--- src/rtl/video_timing_pkg.sv ---
// video_timing_pkg
// Shared types for the programmable video timing generator: the timing
// configuration record, its power-on value and the legality check applied
// when a new configuration is offered.
package video_timing_pkg;

    // Width of every counter and config field. The config struct is built at
    // this width, so a top-level CNT_W must match it.
    localparam int VT_CNT_W = 13;
    localparam int VT_SUM_W = VT_CNT_W + 1;

    typedef logic [VT_CNT_W-1:0] cnt_t;
    typedef logic [VT_SUM_W-1:0] sum_t;

    typedef struct packed {
        cnt_t h_total;
        cnt_t h_active;
        cnt_t h_fp;
        cnt_t h_sync;
        cnt_t v_total;
        cnt_t v_active;
        cnt_t v_fp;
        cnt_t v_sync;
        logic hs_neg;
        logic vs_neg;
    } timing_cfg_t;

    // 1920x1080 progressive, 2200x1125 total.
    localparam timing_cfg_t DEF_CFG = '{
        h_total:  cnt_t'(2200),
        h_active: cnt_t'(1920),
        h_fp:     cnt_t'(88),
        h_sync:   cnt_t'(44),
        v_total:  cnt_t'(1125),
        v_active: cnt_t'(1080),
        v_fp:     cnt_t'(4),
        v_sync:   cnt_t'(5),
        hs_neg:   1'b0,
        vs_neg:   1'b0
    };

    function automatic sum_t ext(input cnt_t v);
        return {1'b0, v};
    endfunction

    // Sums use one extra bit so a large fp+sync cannot wrap and sneak past.
    function automatic logic cfg_valid(input timing_cfg_t c);
        sum_t h_blank;
        sum_t v_blank;
        h_blank = ext(c.h_total) - ext(c.h_active);
        v_blank = ext(c.v_total) - ext(c.v_active);
        return (c.h_total >= cnt_t'(2))
            && (c.v_total != '0)
            && (c.h_active != '0) && (c.h_active < c.h_total)
            && (c.v_active != '0) && (c.v_active <= c.v_total)
            && ((ext(c.h_fp) + ext(c.h_sync)) <= h_blank)
            && ((ext(c.v_fp) + ext(c.v_sync)) <= v_blank);
    endfunction

endpackage

--- src/rtl/video_timing_cfg_shadow.sv ---
// video_timing_cfg_shadow
// Holds a staged (validated) timing config and the active config used by the
// counters. Staged values move to active only at a frame boundary or while
// the generator is idle, so a mode change never lands mid-frame.
// Ports:
//   clk_i, rst_i        clock, synchronous active-high reset
//   load_i, cfg_i       load strobe and the config offered with it
//   frame_boundary_i    counters wrapping (h_total-1, v_total-1) -> (0,0)
//   idle_i              generator disabled; staged config may apply at once
//   active_cfg_o        config driving the counters/decode
//   pending_o           a validated config waits to be applied
//   err_o               one-cycle pulse for a rejected load
module video_timing_cfg_shadow
    import video_timing_pkg::*;
#(
    parameter timing_cfg_t RST_CFG = DEF_CFG
) (
    input  logic        clk_i,
    input  logic        rst_i,
    input  logic        load_i,
    input  timing_cfg_t cfg_i,
    input  logic        frame_boundary_i,
    input  logic        idle_i,
    output timing_cfg_t active_cfg_o,
    output logic        pending_o,
    output logic        err_o
);

    timing_cfg_t staged_q, staged_d;
    timing_cfg_t active_q, active_d;
    logic        pending_q, pending_d;
    logic        err_q, err_d;
    logic        load_ok;
    logic        apply;

    assign load_ok = load_i && cfg_valid(cfg_i);
    assign apply   = pending_q && (frame_boundary_i || idle_i);

    always_comb begin
        staged_d  = staged_q;
        active_d  = active_q;
        pending_d = pending_q;
        err_d     = load_i && !load_ok;
        // Apply uses the old staged value; a load in the same cycle then
        // re-arms pending with the newer config.
        if (apply) begin
            active_d  = staged_q;
            pending_d = 1'b0;
        end
        if (load_ok) begin
            staged_d  = cfg_i;
            pending_d = 1'b1;
        end
    end

    always_ff @(posedge clk_i) begin
        if (rst_i) begin
            staged_q  <= RST_CFG;
            active_q  <= RST_CFG;
            pending_q <= 1'b0;
            err_q     <= 1'b0;
        end else begin
            staged_q  <= staged_d;
            active_q  <= active_d;
            pending_q <= pending_d;
            err_q     <= err_d;
        end
    end

    assign active_cfg_o = active_q;
    assign pending_o    = pending_q;
    assign err_o        = err_q;

endmodule

--- src/rtl/video_timing_gen_prog.sv ---
// video_timing_gen_prog
// Programmable progressive video timing generator. Horizontal/vertical
// counters run over the active config; decode is registered so every output
// lags the counter state by one cycle and all outputs stay mutually aligned.
// Ports:
//   pclk, rst                pixel clock, synchronous active-high reset
//   enable, pause            run control (low enable clears, pause freezes)
//   cfg_*, cfg_load          staged timing and its capture strobe
//   cfg_pending, cfg_err     staging status
//   hsync, vsync, de, x, y   timing outputs and active coordinates
//   line_start, frame_start  markers for hcnt = 0 / (hcnt, vcnt) = (0, 0)
module video_timing_gen_prog
    import video_timing_pkg::*;
#(
    parameter int CNT_W       = VT_CNT_W,
    parameter int DEF_H_TOTAL  = 2200,
    parameter int DEF_H_ACTIVE = 1920,
    parameter int DEF_H_FP     = 88,
    parameter int DEF_H_SYNC   = 44,
    parameter int DEF_V_TOTAL  = 1125,
    parameter int DEF_V_ACTIVE = 1080,
    parameter int DEF_V_FP     = 4,
    parameter int DEF_V_SYNC   = 5,
    parameter bit DEF_HS_NEG   = 1'b0,
    parameter bit DEF_VS_NEG   = 1'b0
) (
    input  logic             pclk,
    input  logic             rst,
    input  logic             enable,
    input  logic             pause,
    input  logic [CNT_W-1:0] cfg_h_total,
    input  logic [CNT_W-1:0] cfg_h_active,
    input  logic [CNT_W-1:0] cfg_h_fp,
    input  logic [CNT_W-1:0] cfg_h_sync,
    input  logic [CNT_W-1:0] cfg_v_total,
    input  logic [CNT_W-1:0] cfg_v_active,
    input  logic [CNT_W-1:0] cfg_v_fp,
    input  logic [CNT_W-1:0] cfg_v_sync,
    input  logic             cfg_hs_neg,
    input  logic             cfg_vs_neg,
    input  logic             cfg_load,
    output logic             cfg_pending,
    output logic             cfg_err,
    output logic             hsync,
    output logic             vsync,
    output logic             de,
    output logic [CNT_W-1:0] x,
    output logic [CNT_W-1:0] y,
    output logic             line_start,
    output logic             frame_start
);

    localparam timing_cfg_t RST_CFG = '{
        h_total:  cnt_t'(DEF_H_TOTAL),
        h_active: cnt_t'(DEF_H_ACTIVE),
        h_fp:     cnt_t'(DEF_H_FP),
        h_sync:   cnt_t'(DEF_H_SYNC),
        v_total:  cnt_t'(DEF_V_TOTAL),
        v_active: cnt_t'(DEF_V_ACTIVE),
        v_fp:     cnt_t'(DEF_V_FP),
        v_sync:   cnt_t'(DEF_V_SYNC),
        hs_neg:   DEF_HS_NEG,
        vs_neg:   DEF_VS_NEG
    };

    timing_cfg_t cfg_in;
    timing_cfg_t ac;

    logic [CNT_W-1:0] hcnt_q, hcnt_d;
    logic [CNT_W-1:0] vcnt_q, vcnt_d;
    logic             hsync_q, hsync_d;
    logic             vsync_q, vsync_d;
    logic             de_q, de_d;
    logic [CNT_W-1:0] x_q, x_d;
    logic [CNT_W-1:0] y_q, y_d;
    logic             ls_q, ls_d;
    logic             fs_q, fs_d;

    logic [CNT_W:0]   h_blank, v_blank, hs_end, vs_end;
    logic             hs_act, vs_act, pix_act, line_act;
    logic             h_last, v_last, frame_boundary;

    always_comb begin
        cfg_in          = '0;
        cfg_in.h_total  = cfg_h_total;
        cfg_in.h_active = cfg_h_active;
        cfg_in.h_fp     = cfg_h_fp;
        cfg_in.h_sync   = cfg_h_sync;
        cfg_in.v_total  = cfg_v_total;
        cfg_in.v_active = cfg_v_active;
        cfg_in.v_fp     = cfg_v_fp;
        cfg_in.v_sync   = cfg_v_sync;
        cfg_in.hs_neg   = cfg_hs_neg;
        cfg_in.vs_neg   = cfg_vs_neg;
    end

    video_timing_cfg_shadow #(
        .RST_CFG (RST_CFG)
    ) u_shadow (
        .clk_i            (pclk),
        .rst_i            (rst),
        .load_i           (cfg_load),
        .cfg_i            (cfg_in),
        .frame_boundary_i (frame_boundary),
        .idle_i           (!enable),
        .active_cfg_o     (ac),
        .pending_o        (cfg_pending),
        .err_o            (cfg_err)
    );

    // Decode of the current counter position against the active config.
    assign h_blank  = {1'b0, ac.h_total} - {1'b0, ac.h_active};
    assign v_blank  = {1'b0, ac.v_total} - {1'b0, ac.v_active};
    assign hs_end   = {1'b0, ac.h_fp} + {1'b0, ac.h_sync};
    assign vs_end   = {1'b0, ac.v_fp} + {1'b0, ac.v_sync};
    assign hs_act   = (hcnt_q >= ac.h_fp) && ({1'b0, hcnt_q} < hs_end);
    assign vs_act   = (vcnt_q >= ac.v_fp) && ({1'b0, vcnt_q} < vs_end);
    assign pix_act  = {1'b0, hcnt_q} >= h_blank;
    assign line_act = {1'b0, vcnt_q} >= v_blank;
    assign h_last   = hcnt_q == (ac.h_total - 1'b1);
    assign v_last   = vcnt_q == (ac.v_total - 1'b1);

    assign frame_boundary = enable && !pause && h_last && v_last;

    always_comb begin
        hcnt_d  = hcnt_q;
        vcnt_d  = vcnt_q;
        hsync_d = hsync_q;
        vsync_d = vsync_q;
        x_d     = x_q;
        y_d     = y_q;
        de_d    = 1'b0;
        ls_d    = 1'b0;
        fs_d    = 1'b0;
        if (!enable) begin
            hcnt_d  = '0;
            vcnt_d  = '0;
            hsync_d = ac.hs_neg;
            vsync_d = ac.vs_neg;
            x_d     = '0;
            y_d     = '0;
        end else if (!pause) begin
            hsync_d = hs_act ^ ac.hs_neg;
            vsync_d = vs_act ^ ac.vs_neg;
            de_d    = pix_act && line_act;
            // Both differences are below h_total/v_total, so CNT_W bits hold them.
            x_d     = (pix_act && line_act) ? (hcnt_q - h_blank[CNT_W-1:0]) : '0;
            y_d     = line_act ? (vcnt_q - v_blank[CNT_W-1:0]) : '0;
            ls_d    = hcnt_q == '0;
            fs_d    = (hcnt_q == '0) && (vcnt_q == '0);
            if (h_last) begin
                hcnt_d = '0;
                vcnt_d = v_last ? '0 : vcnt_q + 1'b1;
            end else begin
                hcnt_d = hcnt_q + 1'b1;
            end
        end
    end

    always_ff @(posedge pclk) begin
        if (rst) begin
            hcnt_q  <= '0;
            vcnt_q  <= '0;
            hsync_q <= DEF_HS_NEG;
            vsync_q <= DEF_VS_NEG;
            de_q    <= 1'b0;
            x_q     <= '0;
            y_q     <= '0;
            ls_q    <= 1'b0;
            fs_q    <= 1'b0;
        end else begin
            hcnt_q  <= hcnt_d;
            vcnt_q  <= vcnt_d;
            hsync_q <= hsync_d;
            vsync_q <= vsync_d;
            de_q    <= de_d;
            x_q     <= x_d;
            y_q     <= y_d;
            ls_q    <= ls_d;
            fs_q    <= fs_d;
        end
    end

    assign hsync       = hsync_q;
    assign vsync       = vsync_q;
    assign de          = de_q;
    assign x           = x_q;
    assign y           = y_q;
    assign line_start  = ls_q;
    assign frame_start = fs_q;

endmodule

--- config.mk ---
export PLATFORM = sky130hd
export DESIGN_NAME = video_timing_gen_prog
export DESIGN_NICKNAME = d
export VERILOG_FILES = /design/src/rtl/video_timing_pkg.sv /design/src/rtl/video_timing_cfg_shadow.sv /design/src/rtl/video_timing_gen_prog.sv
export SDC_FILE = /design/constraint.sdc
export NUM_CORES = 1
export LEC_CHECK = 0
export CORE_ASPECT_RATIO = 0.9
export CORE_MARGIN = 5
export CORE_UTILIZATION = 60
export DETAILED_ROUTE_END_ITERATION = 7
export GPL_ROUTABILITY_DRIVEN = 0
export PLACE_DENSITY = 0.8
export RECOVER_POWER = 50
export SYNTH_ARGS = -nofsm -noshare
export SYNTH_HDL_FRONTEND = slang
export SYNTH_SLANG_ARGS = --single-unit
--- constraint.sdc ---
create_clock -name pclk -period 7.9 [get_ports pclk]
set_input_delay 1.975 -clock pclk [delete_from_list [all_inputs] [get_ports pclk]]
set_output_delay 1.975 -clock pclk [all_outputs]
set_load 0.1 [all_outputs]
Yosys cells after proc, flatten, opt, wreduce, memory -nomap -nowiden
Index checks and enable logic that the tools add are counted.

word-level totals
  register bits = 271
  output and inout bits = 33

operators by class
  add/subtract/negate cells = 14
  order comparisons = 11
  equal/unequal tests = 3
  mux-type cells = 10
  bitwise operators = 4
  reductions and logical operators = 30

operators by type and width
  operator                                                                               count
  13-bit by 13-bit adder with 14-bit output                                              4
  13-bit by 13-bit subtractor with 14-bit output                                         4
  13-bit two-way mux                                                                     4
  13-bit nonzero test                                                                    3
  13-bit by 14-bit greater-or-equal comparator with 1-bit output                         2
  14-bit less-or-equal comparator                                                        2
  13-bit by 14-bit less-than comparator with 1-bit output                                2
  13-bit by 1-bit adder with 13-bit output (second input constant)                       2
  13-bit equality test                                                                   2
  13-bit greater-or-equal comparator                                                     2
  13-bit logical NOT                                                                     2
  13-bit by 1-bit subtractor with 13-bit output (second input constant)                  2
  13-bit subtractor                                                                      2
  1-bit logical AND                                                                      17
  13-bit by 2-bit greater-or-equal comparator with 1-bit output (second input constant)  1
  13-bit less-or-equal comparator                                                        1
  13-bit less-than comparator                                                            1
  1-bit two-way mux                                                                      6
  1-bit logical NOT                                                                      3
  3-bit OR reduction                                                                     1
  2-bit inequality test (second input constant)                                          1
  1-bit NOT                                                                              2
  2-bit AND reduction                                                                    1
  2-bit nonzero test                                                                     1
  other kinds (3)                                                                        4

Logic depth before layout (Yosys ltp)
Gate-level depths: netlist of the first run.

  word-level depth = 11
  depth in mapped cells = 23
  gate-level depth less buffers = 22

By module
From an unflattened synthesis of the first run, not the netlist that was laid out.

unflattened totals
  cells, all modules = 2382
  area total of the unflattened synthesis = 18585.3 µm²

modules (own cells, without submodules)
  module                   times used  cells an instance  area an instance (µm²)
  video_timing_cfg_shadow  1           1415               11084.4
  video_timing_gen_prog    1           967                7500.9

Worst setup path before layout of the first run
Ideal clock, no wire load.

  path type = input to register
  from = input port cfg_v_fp[0]
  to = register u_shadow.staged_q[15] in the netlist's numbering
  setup time = 0.128 ns
  data arrival time = 6.009 ns
  required time = 7.772 ns
  path slack = 1.764 ns
  stages on the path = 23
  buffers on the path = 3
  path through = ha_1 > inv_1 > fa_1 > nor2b_1 > o21ai_0 > nand2_1 > a21o_1 > a31o_2 > a41o_1 > o41ai_1 > xnor2_1 > ha_1 > nand4_1 > or4_1 > o21ai_0 > a21oi_1 > nor3_1 > nand4_1 > clkbuf_1 > clkbuf_1 > buf_1 > mux2i_1 > nor2_1

between the ends
  longest elaborated chain between the ends = 4

RTL lines
  element                                    line                           RTL
  start, declared                            video_timing_gen_prog.sv:37    input logic [CNT_W-1:0] cfg_v_fp,
  13-bit by 13-bit adder with 14-bit output  video_timing_pkg.sv:57         && ((ext(c.v_fp) + ext(c.v_sync)) <= v_blank);
  14-bit less-or-equal comparator            video_timing_pkg.sv:57
  1-bit logical AND                          video_timing_pkg.sv:57
  1-bit logical AND                          video_timing_cfg_shadow.sv:36  assign load_ok = load_i && cfg_valid(cfg_i);
  end signal, assigned                       video_timing_cfg_shadow.sv:63  staged_q <= staged_d;
  end, declared                              video_timing_cfg_shadow.sv:29  timing_cfg_t staged_q, staged_d;

Parallel ways exist; a longest one is shown, timed or not.
A chain may end at the register's enable or synchronous reset.

Worst setup path in the final report of the first run
  from = input port rst
  to = register x_q[2] (netlist: x[2])

between the ends
  longest elaborated chain between the ends = 1

RTL lines
  element                              line                          RTL
  start, declared                      video_timing_gen_prog.sv:28   input logic rst,
  2-bit OR reduction (no source line)  -
  end signal, assigned                 video_timing_gen_prog.sv:167  x_q <= '0;
  end signal, assigned                 video_timing_gen_prog.sv:177  x_q <= x_d;
  end, declared                        video_timing_gen_prog.sv:74   logic [CNT_W-1:0] x_q, x_d;

No other way between the ends.

==> results.toml, run 1 <==
[floorplan]
die_y_um = 173.9
rows = 60
coreArea_sq_um = 29650
dieArea_sq_um = 33390
die_w_um = 192.1
io_pins = 144
start_util = 0.6037

[detailed_routing]
wire_per_inst_um = 18.38
via_per_inst = 5.953
dr.pass1.iters = 5
antenna_left = 0
drcViolationCount = 0
num_vias = 15670
wirelength_um = 48390
initialDrtViolationCount = 1344

[logic_synthesis]
synth-seq-cells = 271
netlist-cell-type-count = 72
synth_area_per_cell_sq_um = 8.504
ys.flop_type = "dfxtp_1"
netlist_instances = 2105
ys_seq_area_frac = 0.3031
synth_area_sq_um = 17900
syn-num-nets = 2440
synth_edf_count = 0
synth_warnings = 0
async_reset_ff_frac = 0

[status]
violations = "max-capacitance violations, max-slew violations"
status = "finished with violations"

[place]
place_area_sq_um = 19570
io_buffer_count = 143
dp_hpwl_um = 36530

[critical_path]
critPathMaxStageDelay_ps = 2750
start_kind = "input port"
required_ps = 8320
r2r-start = "u_shadow.active_cfg_o[41]"
crit_family = "buffers and inverters"
regToRegEndpoint = "x[2]"
setup.worst_path.class = "input port to flop"
crit_arrival_ps = 7470
crit_chain = "clkbuf_1 -> inv_1 -> nand2_1 -> or3_1 -> or4_1 -> clkinv_1 -> a32o_1"
r2r_slack_ps = 2710
path_max_fanout = 92
rr_worst_depth = 20
critPathSlowestCell = "clkbuf_1"
cp.buffers_inverters = 3
worst_setup_path_end_kind = "flop"

[power]
power_density_nw_per_um2 = 166.9
irDropWorstVdd_mv = 0.1830
power.switching_uw = 930.1
p_comb_frac = 0.162
power_frac_seq = 0.413
clock_power_share = 0.424
p_int_mw = 2.506
switching_share = 0.2707
power.leakage_nw = 9.052

[grt]
gr-usage-all-layers = 0.2801
grt_pass1_wl_um = 77050
grt_max_degree = 133
grt_pass1_vias = 14860
antenna_found_initial = 1
grt-ovfl-total = 0

[cells_and_area]
final_nets = 2544
drive_above_1_share = 0.03632
design_area_sq_um = 20590
syn_to_final_growth_pct = 15.03
antenna_cells = 0

[clock_tree]
clk_path_buf_depth = 3
post_cts.repair.setup_buffers = 0
cts_resized = 0
hold_buffers = 0
cts_buffers = 28
clockRootBuffer = "clkbuf_16"
clk_pin_slew_worst_paths_ps = 60
clock-sinks = 271
clk_latency_ps = 570
cts_tree = "built"
htreeDepth = 1

[sta]
tightest_slew_ps = 4020
rsz0062_at_grt = "no"
fin_skew_ps = 37.79
max_freq_mhz = 141.9
final-hold-violation-count = 0
slew_headroom = -1.680
slew_violations = 172
finalSetupTns_ps = 0
fin_crit_sh = 0.8918
fin_crit_ps = 7045
setup_violations = 0

[worst_hold_path]
min_path_cells = 2
min_to = "y[10]"
hp-class = "flop to flop"
hold_start = "y[10]"

[flow_run]
maxCapViolations = 3
kinds of logic (layout without fill, tap and decap cells):
| family | Yosys count | in the layout | synth area share |
|---|---|---|---|
| AOI/OAI and AO/OA | 430 | 430 | 0.1535 |
| adders and majority gates | 224 | 224 | 0.1608 |
| DFF | 271 | 271 | 0.3031 |
| buffers and inverters | 219 | 344 | 0.04977 |
| and+or+nand+nor | 653 | 653 | 0.1705 |
| xor gates and xnor gates | 142 | 142 | 0.06948 |
| muxes | 166 | 166 | 0.09296 |
cells in the final DEF (no fill, tap or decap), types with 6 or more instances in the layout:
master and instances:
nand3_1 36, nor3_1 91, fa_1 10, clkbuf_16 28
a211oi_1 7, nand2_1 93, or4_1 11, o211ai_1 8
a22o_1 8, a21oi_1 168, nand4_1 25, nor2_1 286
a22oi_1 6, or3_1 9, o41ai_1 10, a21o_1 40
mux2i_1 164, nor4_1 20, xnor2_1 77, nor2b_1 21
ha_1 214, clkbuf_8 8, inv_1 142, clkdlybuf4s50_1 109
dlygate4sd3_1 33, o21a_1 17, and3_1 8, o21ai_0 77
dfxtp_1 271, o31ai_1 7, nand2b_1 23, o21bai_1 15
xor2_1 65
layout make-up:
cell class / count / area, sq um
flip-flops and latches: 271 / 5425
well taps: 403 / 504.2
clock inverters: 15 / 224.0
inverters: 143 / 536.8
fillers: 2315 / 9062
repair buffers: 150 / 1494
clock buffers: 36 / 810.8
multi-input cells: 1615 / 11600
synth_stat cells (11+ instances only):
| master | number | area (sq um) |
|---|---|---|
| a21o_1 | 40 | 300.3 |
| a21oi_1 | 168 | 840.8 |
| clkbuf_1 | 51 | 191.4 |
| dfxtp_1 | 271 | 5425 |
| ha_1 | 214 | 2678 |
| inv_1 | 142 | 533.0 |
| mux2i_1 | 164 | 1642 |
| nand2_1 | 93 | 349.1 |
| nand2b_1 | 23 | 143.9 |
| nand3_1 | 36 | 180.2 |
| nand4_1 | 25 | 156.4 |
| nor2_1 | 286 | 1074 |
| nor2b_1 | 21 | 131.4 |
| nor3_1 | 91 | 455.4 |
| nor4_1 | 20 | 125.1 |
| o21a_1 | 17 | 127.6 |
| o21ai_0 | 77 | 385.4 |
| o21bai_1 | 15 | 112.6 |
| or4_1 | 11 | 82.58 |
| xnor2_1 | 77 | 674.4 |
| xor2_1 | 65 | 569.3 |
tightest hold or removal path, stage by stage, from the launching register on:
cell     delay, ps
dfxtp_1        320
nand2_1         40
o21ai_0         50
registers in the layout, summed over array words and instances, names as in the netlist:
name,cells
u_shadow.active_cfg_o,106
u_shadow.staged_q,106
hcnt_q,13
vcnt_q,13
x,13
y,13
de,1
frame_start,1
hsync,1
line_start,1
u_shadow.err_o,1
u_shadow.pending_o,1
vsync,1
layer usage:
metal / track usage / routed length, um / vias to the layer above
met4: 0.04991 / 707 / 2
li1: - / - / 7679
met2: 0.4131 / 20410 / 573
met1: 0.4384 / 23110 / 7357
met3: 0.03886 / 4138 / 63
met5: 0 / 20 / -
power groups by stage:
stage,clock (mW),combinational [mW],sequential (mW)
3_5_place_dp,0,0.548,1.45
3_3_place_gp,0,0.527,1.45
5_1_grt,1.53,0.613,1.42
6_report,1.46,0.558,1.42
2_1_floorplan,0,0.369,1.45
4_1_cts,1.47,0.553,1.42
worst max path at each step:
stage / start / to / cells past startpoint
after detailed placement: cfg_v_active[1] / u_shadow.staged_q[23] / 22
after global routing: rst / x[2] / 7
after floorplan: cfg_v_fp[0] / u_shadow.staged_q[15] / 23
after global placement: cfg_v_active[1] / u_shadow.staged_q[24] / 22
final: rst / x[2] / 7
after CTS: cfg_v_active[1] / u_shadow.staged_q[39] / 22
per-stage QoR:
step | hold WS (ps) | power [mW] | cells | utilization | setup slack (ps)
after global placement | 436.1 | 1.975 | 2582 | 0.6600 | 870.0
after floorplan | 460.4 | 1.817 | 2105 | - | 1764
final | 448.1 | 3.436 | 2633 | 0.6944 | 854.5
after global routing | 492.8 | 3.562 | 2633 | 0.6944 | 411.8
after detailed placement | 447.5 | 1.997 | 2582 | 0.6600 | 678.4
after CTS | 461.7 | 3.443 | 2633 | 0.6949 | 1230
Note: power is estimated with default switching activity, not from simulation.
==> run 2, diff against run 1 <==
Settings changed: SYNTH_HIERARCHICAL set to 1.
==> results.toml, run 2 <==
[sta]
max_freq_mhz = 159.0
finalSetupTns_ps = 0
fin_skew_ps = 12.67
setup_violations = 0
final-hold-violation-count = 0
tightest_slew_ps = 2017
fin_crit_sh = 0.7961
rsz0062_at_grt = "no"
fin_crit_ps = 6289
slew_headroom = -0.3447
hold_slack_ps = 454.9
slew_violations = 107

[power]
irDropWorstVdd_mv = 0.1290
p_int_mw = 2.633
switching_share = 0.2753
power.switching_mw = 1.000
power.leakage_nw = 8.832
clock_power_share = 0.424
power_frac_seq = 0.391
p_comb_frac = 0.185
power_density_nw_per_um2 = 170.2

[cells_and_area]
final_common_cell = "nand2_1"
final_util = 0.6938
final_cell_mix = "311 x nand2_1, 271 x dfxtp_1, 266 x a21oi_1"
antenna_cells = 0
design_area_sq_um = 21340
syn_to_final_growth_pct = 14.82
final_nets = 2804
drive_above_1_share = 0.03329
fill_cells = 2431

[detailed_routing]
wl_met3_um = 3922
drt-met1-wl_um = 23740
initialDrtViolationCount = 1680
via_per_inst = 5.880
antenna_left = 0
routed-wl-met2_um = 19840
dr.pass1.iters = 6
num_vias = 17060
top_layer = "met4"
wire_per_inst_um = 16.76
wirelength_um = 48630
drcViolationCount = 0

[logic_synthesis]
synth_top_area_share = 0.2919
ys_seq_area_frac = 0.2919
netlist_instances = 2382
netlist-cell-type-count = 80
ys.flop_type = "dfxtp_1"
async_reset_ff_frac = 0
synth_edf_count = 0
post-synth-top-count-cell = "nand2_1"
synth_area_per_cell_sq_um = 7.802
synth_area_leaders = "dfxtp_1 29%, ha_1 14%, a21oi_1 7.2%"
syn-num-nets = 2717
synth_common_cells = "311 x nand2_1, 271 x dfxtp_1, 266 x a21oi_1"
synth_area_sq_um = 18590
synth_top_area_cell = "dfxtp_1"
synth-seq-cells = 271
synth_warnings = 6

[grt]
grt_pass1_vias = 15650
grt_max_degree = 140
antenna_found_initial = 0
grt-ovfl-total = 0
grt_pass1_wl_um = 78890
gr-usage-all-layers = 0.2692

[critical_path]
crit_arrival_ps = 6750
worst_setup_path_end_kind = "flop"
start_kind = "input port"
r2r-start = "u_shadow/active_cfg_o[93]"
startpoint = "cfg_v_sync[3]"
path_max_fanout = 88
setup.worst_path.class = "input port to flop"
required_ps = 8360

[clock_tree]
clock-sinks = 271
cts_tree = "built"
htreeDepth = 1
clk_path_buf_depth = 3
clockRootBuffer = "clkbuf_16"
clk_latency_ps = 550
post_cts.repair.setup_buffers = 0
clk_pin_slew_worst_paths_ps = 60
hold_buffers = 0
cts_resized = 0
cts_buffers = 30

[floorplan]
die_y_um = 177.0
die_w_um = 195.5
rows = 61
start_util = 0.6042
coreArea_sq_um = 30760
io_pins = 144
dieArea_sq_um = 34600

[status]
status = "finished with violations"
violations = "max-capacitance violations, max-slew violations"

[worst_hold_path]
hp-class = "flop to flop"
hold_start = "y[5]"

[place]
dp_hpwl_um = 36590
io_buffer_count = 143
place_area_sq_um = 20250

[flow_run]
maxCapViolations = 1
run 2: changes by cell type in the layout (fill, tap and decap cells not counted), sizes merged, moves of 45 or more:
cell	before	now
nand2	93	311
nor2	286	161
mux2i	164	33
or3	10	95
a21oi	168	266
inv	144	189
nor3	91	42
o21ai	77	151
run 2: logic make-up after synthesis:
logic type,synth area share
AO/OA/AOI/OAI,0.1864
XOR/XNOR,0.07190
flip-flops,0.2919
buffers and inverters,0.06032
multiplexers,0.01777
adder cells (fa/ha/maj),0.1548
AND/OR/NAND/NOR,0.2168
run 2: worst max-delay path, stage by stage:
cell             delay [ps]
clkdlybuf4s50_1         440
ha_1                    400
nand2_1                 100
o211ai_1                250
a2111oi_0               140
or3_1                   420
o21ai_0                 320
xor2_1                  220
ha_1                    270
a21oi_1                 160
o21a_1                  160
nand2_1                  50
o21ai_0                 470
nand3_4                 340
buf_4                   420
or3_1                   410
a21oi_1                 170
run 2: area by class of cell:
class / count / area (sq um) / share of cell area
Clock buffer: 42 / 867.1 / 0.04063
Clock inverter: 14 / 236.5 / 0.01108
Inverter: 186 / 698.2 / 0.03272
Multi-Input combinational cell: 1825 / 12080 / 0.5661
Sequential cell: 271 / 5425 / 0.2542
Tap cell: 409 / 511.7 / 0.02398
Timing Repair Buffer: 155 / 1521 / 0.07129
run 2: per-layer routing:
metal	global-route usage	vias to the layer above
met5	0	-
met4	0.06486	0
met3	0.03064	86
met2	0.3930	689
met1	0.4221	7806
li1	-	8482
run 2: power groups by stage:
stage / registers, mW / clock network, mW / logic, mW
final: 1.42 / 1.54 / 0.673
after detailed placement: 1.45 / 0 / 0.659
after global placement: 1.45 / 0 / 0.637
after floorplan: 1.45 / 0 / 0.462
after global routing: 1.42 / 1.62 / 0.746
after CTS: 1.42 / 1.56 / 0.664
run 2: through the flow:
| stage | std cells | power (mW) | setup slack (ps) |
|---|---|---|---|
| 2_1_floorplan | 2382 | 1.913 | 2597 |
| 3_3_place_gp | 2846 | 2.084 | 1247 |
| 3_5_place_dp | 2846 | 2.107 | 1155 |
| 4_1_cts | 2902 | 3.646 | 1686 |
| 5_1_grt | 2902 | 3.789 | 1288 |
| 6_report | 2902 | 3.633 | 1611 |
run 2: path summary, 6_finish.rpt:
kind | cells after the start | slack, ps | end
worst min-delay path | 2 | 450 | y[5]
worst max register to register | 14 | 2650 | u_shadow/active_cfg_o[45]
worst min register to register | 2 | 450 | y[5]
worst max-delay path | 17 | 1610 | u_shadow/staged_q[64]
